### config.mk
export PLATFORM = sky130hd
export DESIGN_NAME = qoa_spi_host
export DESIGN_NICKNAME = d
export VERILOG_FILES = /design/src/rtl/qoa_spi_host.sv
export SDC_FILE = /design/constraint.sdc
export NUM_CORES = 1
export LEC_CHECK = 0
export ABC_AREA = 1
export ABC_CLOCK_PERIOD_IN_PS = 3510
export BUFFER_PORTS_ARGS = -buffer_cell sky130_fd_sc_hd__buf_2
export CAP_MARGIN = 10
export CORE_MARGIN = 3
export CORE_UTILIZATION = 60
export DETAILED_ROUTE_END_ITERATION = 10
export PLACE_DENSITY = 0.88
export SLEW_MARGIN = 20
export SYNTH_ARGS = -nofsm -noshare
export SYNTH_HDL_FRONTEND = slang
export SYNTH_SLANG_ARGS = --single-unit
### constraint.sdc
create_clock -name clk -period 3.51 [get_ports clk]
set_input_delay 0.1755 -clock clk [delete_from_list [all_inputs] [get_ports clk]]
set_output_delay 0.1755 -clock clk [all_outputs]
set_load 0.03 [all_outputs]
### src/rtl/qoa_spi_host.sv
// qoa_spi_host: SPI mode-0 master (CPOL=0, CPHA=0, MSB first, active-low CS)
// for the QOA decoder's SPI slave port. It converts a byte-level valid/ready
// stream into SCLK/MOSI/CS_N and assembles MISO into bytes and 16-bit words.
//
// Parameters:
//   CLK_DIV        SCLK half-period in clk cycles (>=1)
// Ports:
//   clk, rst_n     system clock, asynchronous active-low reset
//   tx_valid       byte offered for transmission
//   tx_data        byte to shift out, MSB first
//   tx_last        qualifies tx_data; CS_N deasserts after this byte
//   tx_ready       byte accepted when tx_valid && tx_ready
//   rx_valid       one-cycle pulse, rx_data valid
//   rx_data        byte received during the last completed byte
//   rx_word_valid  one-cycle pulse on every 2nd byte of a frame
//   rx_word        {1st byte, 2nd byte} of the current byte pair
//   busy           high whenever not idle
//   spi_sclk       serial clock, idle low
//   spi_mosi       serial data out
//   spi_miso       serial data in (synchronous to clk)
//   spi_cs_n       chip select, active low
module qoa_spi_host #(
  parameter int unsigned CLK_DIV = 4
) (
  input  logic        clk,
  input  logic        rst_n,
  input  logic        tx_valid,
  input  logic [7:0]  tx_data,
  input  logic        tx_last,
  output logic        tx_ready,
  output logic        rx_valid,
  output logic [7:0]  rx_data,
  output logic        rx_word_valid,
  output logic [15:0] rx_word,
  output logic        busy,
  output logic        spi_sclk,
  output logic        spi_mosi,
  input  logic        spi_miso,
  output logic        spi_cs_n
);

  // Counter spans 0..2*CLK_DIV-1 so GAP can reuse it for both halves.
  localparam int unsigned CNT_W = $clog2(2 * CLK_DIV);
  localparam logic [CNT_W-1:0] HALF_LAST = CNT_W'(CLK_DIV - 1);
  localparam logic [CNT_W-1:0] GAP_LAST  = CNT_W'(2 * CLK_DIV - 1);
  localparam logic [CNT_W-1:0] CS_UP     = CNT_W'(CLK_DIV);

  typedef enum logic [2:0] {
    ST_IDLE = 3'd0,
    ST_LOW  = 3'd1,
    ST_HIGH = 3'd2,
    ST_WAIT = 3'd3,
    ST_GAP  = 3'd4
  } state_e;

  state_e           state_q, state_d;
  logic [CNT_W-1:0] cnt_q, cnt_d;
  logic [2:0]       bit_q, bit_d;
  logic [6:0]       tx_sh_q, tx_sh_d;   // remaining bits after the one on MOSI
  logic [6:0]       rx_sh_q, rx_sh_d;   // bits sampled so far in this byte
  logic             last_q, last_d;
  logic             pair_q, pair_d;     // set when a first-of-pair byte is held
  logic [7:0]       first_q, first_d;

  logic             tx_ready_d, rx_valid_d, rx_word_valid_d, busy_d;
  logic             sclk_d, mosi_d, cs_n_d;
  logic [7:0]       rx_data_d;
  logic [15:0]      rx_word_d;

  logic             accept;
  logic             half_done;
  logic             bit_end;
  logic [7:0]       byte_in;

  assign accept    = tx_valid && tx_ready;
  assign half_done = (cnt_q == HALF_LAST);
  // Last clk cycle of HIGH: MISO is sampled and SCLK falls on this edge.
  assign bit_end   = (state_q == ST_HIGH) && half_done;
  assign byte_in   = {rx_sh_q, spi_miso};

  // State and output registers
  always_ff @(posedge clk or negedge rst_n) begin
    if (!rst_n) begin
      state_q       <= ST_IDLE;
      cnt_q         <= '0;
      bit_q         <= '0;
      tx_sh_q       <= '0;
      rx_sh_q       <= '0;
      last_q        <= 1'b0;
      pair_q        <= 1'b0;
      first_q       <= '0;
      tx_ready      <= 1'b0;
      rx_valid      <= 1'b0;
      rx_data       <= '0;
      rx_word_valid <= 1'b0;
      rx_word       <= '0;
      busy          <= 1'b0;
      spi_sclk      <= 1'b0;
      spi_mosi      <= 1'b0;
      spi_cs_n      <= 1'b1;
    end else begin
      state_q       <= state_d;
      cnt_q         <= cnt_d;
      bit_q         <= bit_d;
      tx_sh_q       <= tx_sh_d;
      rx_sh_q       <= rx_sh_d;
      last_q        <= last_d;
      pair_q        <= pair_d;
      first_q       <= first_d;
      tx_ready      <= tx_ready_d;
      rx_valid      <= rx_valid_d;
      rx_data       <= rx_data_d;
      rx_word_valid <= rx_word_valid_d;
      rx_word       <= rx_word_d;
      busy          <= busy_d;
      spi_sclk      <= sclk_d;
      spi_mosi      <= mosi_d;
      spi_cs_n      <= cs_n_d;
    end
  end

  // Next-state and half-period counter
  always_comb begin
    state_d = state_q;
    cnt_d   = cnt_q;
    unique case (state_q)
      ST_IDLE, ST_WAIT: begin
        if (accept) begin
          state_d = ST_LOW;
          cnt_d   = '0;
        end
      end
      ST_LOW: begin
        if (half_done) begin
          state_d = ST_HIGH;
          cnt_d   = '0;
        end else begin
          cnt_d = cnt_q + CNT_W'(1);
        end
      end
      ST_HIGH: begin
        if (half_done) begin
          cnt_d = '0;
          if (bit_q != 3'd0) state_d = ST_LOW;
          else if (last_q)   state_d = ST_GAP;
          else               state_d = ST_WAIT;
        end else begin
          cnt_d = cnt_q + CNT_W'(1);
        end
      end
      ST_GAP: begin
        if (cnt_q == GAP_LAST) begin
          state_d = ST_IDLE;
          cnt_d   = '0;
        end else begin
          cnt_d = cnt_q + CNT_W'(1);
        end
      end
      default: begin
        state_d = ST_IDLE;
        cnt_d   = '0;
      end
    endcase
  end

  // Datapath and next output values
  always_comb begin
    bit_d           = bit_q;
    tx_sh_d         = tx_sh_q;
    rx_sh_d         = rx_sh_q;
    last_d          = last_q;
    pair_d          = pair_q;
    first_d         = first_q;
    rx_valid_d      = 1'b0;
    rx_word_valid_d = 1'b0;
    rx_data_d       = rx_data;
    rx_word_d       = rx_word;
    mosi_d          = spi_mosi;

    if (accept) begin
      tx_sh_d = tx_data[6:0];
      last_d  = tx_last;
      bit_d   = 3'd7;
      mosi_d  = tx_data[7];
      if (state_q == ST_IDLE) pair_d = 1'b0;
    end

    if (bit_end) begin
      rx_sh_d = byte_in[6:0];
      if (bit_q != 3'd0) begin
        bit_d   = 3'(bit_q - 3'd1);
        mosi_d  = tx_sh_q[6];
        tx_sh_d = {tx_sh_q[5:0], 1'b0};
      end else begin
        rx_valid_d = 1'b1;
        rx_data_d  = byte_in;
        if (pair_q) begin
          rx_word_valid_d = 1'b1;
          rx_word_d       = {first_q, byte_in};
        end else begin
          first_d = byte_in;
        end
        pair_d = !pair_q;
      end
    end

    // Pin-level outputs are decoded from the next state so they stay registered.
    sclk_d     = (state_d == ST_HIGH);
    tx_ready_d = (state_d == ST_IDLE) || (state_d == ST_WAIT);
    busy_d     = (state_d != ST_IDLE);
    cs_n_d     = !((state_d == ST_LOW) || (state_d == ST_HIGH) ||
                   (state_d == ST_WAIT) ||
                   ((state_d == ST_GAP) && (cnt_d < CS_UP)));
  end

endmodule

* Word level (Yosys, flattened, before mapping)
Cells that the tools add are included.
** Storage, ports and cells
- Bits in read-only memories :: 0
- Bits in registers :: 64
- Memory bits (writable) :: 0
- Memories kept :: 0
- Bits in latches :: 0
** Operators by class
- Add/sub/neg operators :: 2
- Bitwise operators :: 2
- Multiply operators :: 0
- Shift-type cells :: 0
- Reduce and logical (&&, ||, !) cells :: 18
- Mux-type cells :: 29
- Equal/unequal tests :: 10
- Divide/modulo/power cells :: 0
- $lt $le $gt $ge :: 1
** Operators with widths (number)
- 2-to-1 mux 3 bit :: 12
- 2-to-1 mux 7 bit :: 3
- == test 3 x 2 -> 1 bit (second input constant) :: 5
- 2-to-1 mux 1 bit :: 12
- one-hot mux 3 bit (4 select lines) :: 1
- == test 3 bit (second input constant) :: 3
- one-hot mux 3 bit (3 select lines) :: 1
- == test 3 x 1 -> 1 bit (second input constant) :: 2
- zero test 3 bit :: 2
- AND reduction 3 bit :: 2
- nonzero test 3 bit :: 2
- logical OR 1 bit :: 4
- OR reduction 2 bit :: 2
- adder 3 x 1 -> 3 bit (second input constant) :: 1
- logical AND 1 bit :: 3
- < comparator 3 bit (second input constant) :: 1
- subtractor 3 x 1 -> 3 bit (second input constant) :: 1
- zero test 1 bit :: 2
- NOT 1 bit :: 2
- AND reduction 2 bit :: 1

* Logic depth before layout (Yosys ltp)
Gate-level depths: netlist of the first run.
- Depth after elaboration :: 9
- Mapped depth :: 10
- Mapped depth without buffers :: 10

* Worst setup path after synthesis of the first run
Ideal clock, no wire load.
- Path type :: reg-to-reg
- Start :: register cnt_q[0]
- End :: register pair_q
- Library setup time :: 138 ps
- Cell stages (with the launch flop) :: 8
- Buffers on the path :: 1
- Slack :: 1886 ps
- Data arrival time :: 1486 ps
- Data required time :: 3372 ps
- Cell sequence :: dfrtp_1 > ha_1 > ha_1 > inv_1 > nor2_8 > nand2_2 > clkbuf_1 > o21ai_0
** On the way
- Longest elaborated chain between the ends :: 3
** RTL lines
- start, declared :: RTL line 57 : logic [CNT_W-1:0] cnt_q, cnt_d;
- start signal, assigned :: RTL line 103 : cnt_q <= cnt_d;
- == test 3 x 2 -> 1 bit :: RTL line 76 : assign half_done = (cnt_q == HALF_LAST);
- logical AND 1 bit :: RTL line 78 : assign bit_end = (state_q == ST_HIGH) && half_done;
- 2-to-1 mux 1 bit :: RTL line 188 : if (bit_end) begin
- via pair_d :: RTL line 62 : logic pair_q, pair_d;
- end signal, assigned :: RTL line 108 : pair_q <= pair_d;
- end, declared :: RTL line 62
The timed path passes the listed nets, and every way through them passes these cells.
A chain may end at the register's enable or synchronous reset.

* Final worst setup path of the first run
- Start :: register cnt_q[0]
- End :: register rx_word[9]
** On the way
- Longest elaborated chain between the ends :: 3
** RTL lines
- == test 3 x 2 -> 1 bit :: RTL line 76
- logical AND 1 bit :: RTL line 78
- AND reduction 3 bit (no line)
- end signal, assigned :: RTL line 114 : rx_word <= rx_word_d;
- end, declared :: RTL line 34 : output logic [15:0] rx_word,
No other way between the ends.

==> results of run 1 <==
==> stage by stage <==
stage / cell area [µm²] / total power [mW] / instances / worst slack [ps]
floorplan: 2700 / 1.28 / 290 / 1890
global placement: 2950 / 1.40 / 377 / 1610
detailed placement: 2950 / 1.41 / 377 / 1490
CTS: 3170 / 2.10 / 393 / 1460
global route: 3180 / 2.21 / 394 / 1290
finish: 3180 / 2.10 / 394 / 1460
==> cells in the mapped netlist <==
library cell / n
a21oi_1: 5
a31oi_1: 7
buf_2: 1
buf_6: 2
clkbuf_1: 4
clkinv_1: 1
dfrtp_1: 63
dfstp_2: 1
ha_1: 7
inv_1: 20
inv_2: 4
nand2_1: 94
nand2_2: 2
nand2_4: 2
nand3_1: 7
nand3_2: 1
nand4_1: 4
nor2_1: 25
nor2_8: 1
o211ai_1: 1
o21ai_0: 27
o21ai_2: 8
o311ai_0: 1
or2_2: 1
xnor2_1: 1
==> worst max-delay path: stages, from the launching register on <==
cell,delay [ps]
dfrtp_1,390
ha_1,240
ha_1,190
inv_1,110
nor2_8,260
nand2_4,170
inv_2,120
nand2_4,180
inv_2,200
nand2_1,70
nand2_1,70
==> flip-flops by register name, indices dropped and copies added (netlist names), 3 cells and up <==
register  count
first_q       8
rx_sh_q       7
rx_data       8
rx_word      16
state_q       3
tx_sh_q       7
cnt_q         3
bit_q         3
==> cell type report <==
| type | instances | area, µm² |
|---|---|---|
| flip-flops and latches | 64 | 1600 |
| fillers | 284 | 992 |
| multi-input cells | 194 | 965 |
| repair buffers | 45 | 235 |
| clock buffers | 11 | 141 |
| inverters | 25 | 93.8 |
| clock inverters | 5 | 80.1 |
| well taps | 50 | 62.6 |
==> power groups by stage <==
stage                     registers (mW)  clock network (mW)  logic [mW]
final                              0.932               0.694       0.471
after floorplan                    0.991                   0       0.294
after global routing               0.944               0.735       0.531
after CTS                          0.931               0.700       0.472
after detailed placement           0.944                   0       0.469
after global placement             0.940                   0       0.457
==> worst max-delay path by stage <==
stage | startpoint | end | slack (ps) | cells after the start
after floorplan | cnt_q[0] | pair_q | 1890 | 7
after global placement | cnt_q[0] | rx_word[15] | 1610 | 10
after detailed placement | cnt_q[0] | rx_word[9] | 1490 | 10
after CTS | cnt_q[0] | rx_word[9] | 1460 | 10
after global routing | cnt_q[0] | rx_word[9] | 1290 | 10
final | cnt_q[0] | rx_word[9] | 1460 | 10
==> layout by cell type (no fill, tap or decap), types with 2 or more instances in the layout <==
cell type   instances
nand2_1            94
inv_1              20
o21ai_0            27
buf_4               2
bufinv_16           2
nand2_4             2
dfrtp_1            63
o21ai_2             8
nor2_1             25
clkinvlp_4          2
nand2_2             2
a21oi_1             5
nand4_1             4
nand3_1             7
ha_1                7
inv_2               4
buf_2              42
a31oi_1             7
clkbuf_8           10
==> cell families (layout without fill, tap and decap cells) <==
family                     Yosys count  in the layout  share of synthesized area [%]
AOI/OAI and AO/OA                   49             49                           10.7
adders and majority gates            7              7                           3.24
and+or+nand+nor                    137            137                           21.4
DFF                                 64             64                           59.3
buffers and inverters               32             86                           5.04
xor gates and xnor gates             1              1                          0.324
==> layer usage <==
metal	vias to the layer above	part of all wire, %	wire length [µm]	global-route usage (%)
met3	8	5.4	282	4.55
met2	60	44	2310	31.6
met4	0	2.1	108	11.1
li1	1025	-	-	-
met5	-	0	0	0
met1	992	48	2540	30.9
==> repair_timing <==
action | in CTS | in global routing
setup buffers | 0 | 0
hold buffers | 0 | 1
setup endpoints to repair | 0 | 0
endpoints found under the hold margin | 0 | 50
==> results.md, run 1 <==
- Status: complete, no violations
- Synth area leaders: dfrtp_1 (58%), nand2_1 (13%), o21ai_0 (5.0%)
- Worst min path class: in2reg
- Ant diodes: 0
- Yosys reg bits: 64
- Post-Synthesis Cells: 290
- Reg2reg start: cnt_q[0]
- Clk root buf: clkbuf_8
- Hold WS: 39.3 ps
- Die Wd: 73.1 µm
- GR Util All Layers: 21.8%
- Cts repair resizes: 0
- Clock group share of total power: 33.1%
- Reg2reg end: rx_word[9]
- Worst-Margin Slew: 637 ps
- Vias in the first global route: 1938
- Final net count: 359
- Input/output buffers: 43
- Biggest area consumer among synthesized cells: dfrtp_1
- Max FO, Critical Path: 25
- Clk_lat worst skew: 330 ps
- Pleak: between 1.5 and 2 nW
- Peak VDD IR: 0.482 mV
- P&R area growth vs syn: 17.6%
- Post-route setup TNS: 0 ps
- Switching pwr: approximately 0.67 mW
- Logic pwr share: 22.5%
- Via density: approximately 5.3
- TritonCTS clock tree: done
- Clk slew on worst S/H paths: roughly 70 ps
- Critical Path AT: 2330 ps
- Final ANT Viol Nets: 0
- Initial DRT Pass Iterations: 4
- Max-slew headroom: 57.5%
- Gpl congestion: 0.833
- Die area: 0.00535 mm²
- Max cap viols: 0
- Final hold viol count: 0
- Finished Core Util: 76.2%
- Routed wire length: 5240 µm
- Max-slew violation count: 0
- Syn nets: 310
- DR vias: 2085
- Count of different cell masters after synthesis: 25
- Initial Util: between 60% and 70%
- Kind of critical path: reg2reg
- R2r worst-path depth: 10
- Reg2Reg Setup Slack: between 1000 and 1500 ps
- CTS max path bufs: 2
- Post-Route Skew: 4.19 ps
- Flop pwr share: 44.4%
- Unrepaired setup endpoints after global routing: no
- Detail Placement HPWL: 3500 µm
- Largest net degree at the start of global routing: 53
- Io pins: 44
- Top-area cell type share of the netlist area: 58.3%
- CTS sink count: 64
- Final setup viols: 0
- Initial antenna violation count: 0
- Hold Path Cell Cnt: 3
- Req. time, crit path: 3780 ps
- Fmax: 0.487 GHz
- Global-route wire length before repair: slightly below 9000 µm
- Minimum clock period: 2050 ps
- Core area: 0.00417 mm²
- Seq/Total Area, Yosys: 59.3%
- DRT iter0 DRCs: about 170
- DIE HEIGHT: about 73 µm
- Worst setup EP type: flop
- Internal power: 1.43 mW
- Residual DRC: 0
- Wire per inst: 13.3 µm
- Mapped cell area: approximately 0.0027 mm²
- Switching Share: a little under a third
- Pwr/cell area: between 600 and 700 mW/mm²
- Row count: 23
- Final period utilization: 58.5%
- Hold_sp: tx_last
- CP startpoint kind: flop
- Hold EP: last_q
- Syn avg cell area: between 9 and 10 µm²
- Share of post-route cells with drive strength above 1: 23.0%
- CTS H-tree depth: 3
- Yosys warnings: 0
- Cts bufs inserted: 9
- Global route total overflow: 0
Power figures use the tool's default switching activity.
==> run 2: changes to the inputs <==
--- a/config.mk
+++ b/config.mk
@@ -6,13 +6,13 @@
 export NUM_CORES = 1
 export LEC_CHECK = 0
 export ABC_AREA = 1
-export ABC_CLOCK_PERIOD_IN_PS = 3510
+export ABC_CLOCK_PERIOD_IN_PS = 2000
 export BUFFER_PORTS_ARGS = -buffer_cell sky130_fd_sc_hd__buf_2
 export CAP_MARGIN = 10
 export CORE_MARGIN = 3
-export CORE_UTILIZATION = 60
+export CORE_UTILIZATION = 55
 export DETAILED_ROUTE_END_ITERATION = 10
-export PLACE_DENSITY = 0.88
+export PLACE_DENSITY = 0.82
 export SLEW_MARGIN = 20
 export SYNTH_ARGS = -nofsm -noshare
 export SYNTH_HDL_FRONTEND = slang
==> constraint.sdc (replaced) <==
create_clock -name clk -period 2 [get_ports clk]
set_input_delay 0.1 -clock clk [delete_from_list [all_inputs] [get_ports clk]]
set_output_delay 0.1 -clock clk [all_outputs]
set_load 0.03 [all_outputs]
==> results.md, run 2 (synthesis gave the netlist of run 1 again) <==
- Residual DRC: 0
- Max FO, Critical Path: 25
- CP startpoint kind: flop
- Via density: about 5
- Commonest non-fill, non-tap cell in the layout: nand2_1
- Clk root buf: clkbuf_8
- Post-Route Skew: around 7.5 ps
- CTS H-tree depth: 3
- Gpl congestion: 0.797
- Final net count: 368
- Core area: 0.00453 mm²
- Final ANT Viol Nets: 0
- R2r worst-path depth: 10
- Cells after DPL: 395
- Initial Util: 59.6%
- CTS sink count: 64
- Share of post-route cells with drive strength above 1: 24.1%
- Global route total overflow: 0
- Cell Count, Final, Fillers Out: 418
- Hold_sp: tx_data[1]
- Pwr/cell area: 1170 mW/mm²
- Max-slew headroom: 78.0%
- Largest net degree at the start of global routing: 65
- Max cap viols: 0
- Hold Path Cell Cnt: 3
- Reg with most FFs: rx_word
- Worst min path class: in2reg
- Die Wd: 76.1 µm
- Final hold viol count: 0
- Peak VDD IR: 0.772 mV
- Ant diodes: 0
- GR Util All Layers: around 20%
- Cts bufs inserted: 9
- Unrepaired setup endpoints after global routing: no
- DR vias: 2088
- Reg2reg end: rx_word[15]
- Worst setup EP type: flop
- Minimum clock period: 1800 ps
- Reg2reg start: cnt_q[0]
- Hold EP: tx_sh_q[1]
- Vias in the first global route: around 2000
- P&R area growth vs syn: 22.7%
- Die area: 0.00579 mm²
- Req. time, crit path: 2230 ps
- Fmax: 0.557 GHz
- Max reg flops: 16
- Final period utilization: 89.8%
- Io pins: 44
- Cts repair resizes: 0
- Reg2Reg Setup Slack: 200 ps
- Most frequent cells in the layout: nand2_1 (94), dfrtp_1 (63), buf_2 (43), o21ai_0 (27), nor2_1 (25)
- Final setup viols: 0
- Clk_lat worst skew: 340 ps
- Input/output buffers: 43
- Routed wire length: approximately 5000 µm
- Kind of critical path: reg2reg
- CTS max path bufs: 2
- Initial antenna violation count: 0
- Row count: 24
- Worst-Margin Slew: 326 ps
- Status: complete, no violations
- Max-slew violation count: 0
- Post-route setup TNS: 0 ps
- Global-route wire length before repair: between 9000 and 10000 µm
- TritonCTS clock tree: done
- DIE HEIGHT: approximately 76 µm
- Clk slew on worst S/H paths: 70 ps
- Detail Placement HPWL: 3380 µm
- Wire per inst: 12.2 µm
- Pleak: 1.82 nW
- Largest regs: rx_word (16), first_q (8), rx_data (8)
- Critical Path AT: 2030 ps
- Fillers: 343
- Initial DRT Pass Iterations: 5
- DRT iter0 DRCs: around 170
[run 2: changes by cell type in the layout (fill, tap and decap cells not counted)]
| cell | before | now |
|---|---|---|
| inv_6 | 0 | 1 |
| buf_2 | 42 | 43 |
| clkinvlp_4 | 2 | 1 |
| clkinv_2 | 1 | 0 |
| clkbuf_1 | 1 | 0 |
| clkinv_4 | 0 | 1 |
| buf_4 | 2 | 5 |
| dlygate4sd3_1 | 1 | 5 |
| bufinv_16 | 2 | 3 |
| buf_12 | 0 | 1 |
[run 2: worst max-delay path by stage]
| stage | from | to | depth (start not counted) |
|---|---|---|---|
| final | cnt_q[0] | rx_word[15] | 10 |
| after floorplan | cnt_q[0] | pair_q | 7 |
| after CTS | cnt_q[0] | rx_word[15] | 10 |
| after detailed placement | cnt_q[0] | rx_word[15] | 10 |
| after global routing | cnt_q[0] | rx_word[9] | 10 |
| after global placement | cnt_q[0] | rx_word[14] | 10 |
[run 2: metal layers]
metal | global-route usage, % | up-vias | wire, µm | part of all wire [%]
li1 | - | 1053 | - | -
met2 | 29.4 | 63 | 2290 | 45
met5 | 0 | - | 0 | 0
met3 | 4.02 | 9 | 265 | 5.2
met1 | 26.7 | 963 | 2410 | 47
met4 | 12.0 | 0 | 123 | 2.4
[run 2: worst max-delay path, stage by stage (launching register included)]
cell     delay, ps
dfrtp_1        410
ha_1           260
ha_1           210
inv_1          160
nor2_8          60
nand2_4         60
inv_2           50
nand2_4        230
inv_2          130
nand2_1         80
nand2_1         50
[run 2: what timing repair did]
action	4_1_cts	5_1_grt
endpoints found under the hold margin	67	0
buffers inserted	0	2
hold buffers	5	0
setup endpoints to repair	0	11
[run 2: layout make-up]
class | instances | area (µm²) | area share [%]
Clock inverter | 6 | 115 | 3.47
Tap cell | 65 | 81.3 | 2.45
Sequential cell | 64 | 1600 | 48.3
Timing Repair Buffer | 54 | 323 | 9.73
Inverter | 25 | 93.8 | 2.83
Multi-Input combinational cell | 194 | 965 | 29.1
Clock buffer | 10 | 138 | 4.15
[run 2: report_power, final]
group / internal, mW / switching, mW
clock network: 0.868 / 0.504
logic: 0.287 / 0.572
registers: 1.51 / 0.128
[run 2: metrics by stage]
| step | instance area [µm²] | power (mW) | hold WS [ps] | setup slack (ps) | util, % |
|---|---|---|---|---|---|
| after floorplan | 2700 | 2.25 | -196 | 376 | - |
| final | 3320 | 3.87 | 18.6 | 203 | 73.2 |
| after detailed placement | 3000 | 2.50 | 137 | 150 | 66.2 |
| after global placement | 3000 | 2.47 | 133 | 208 | 66.2 |
| after global routing | 3320 | 4.10 | 9.42 | 24.2 | 73.2 |
| after CTS | 3300 | 3.91 | 0.670 | 116 | 72.8 |
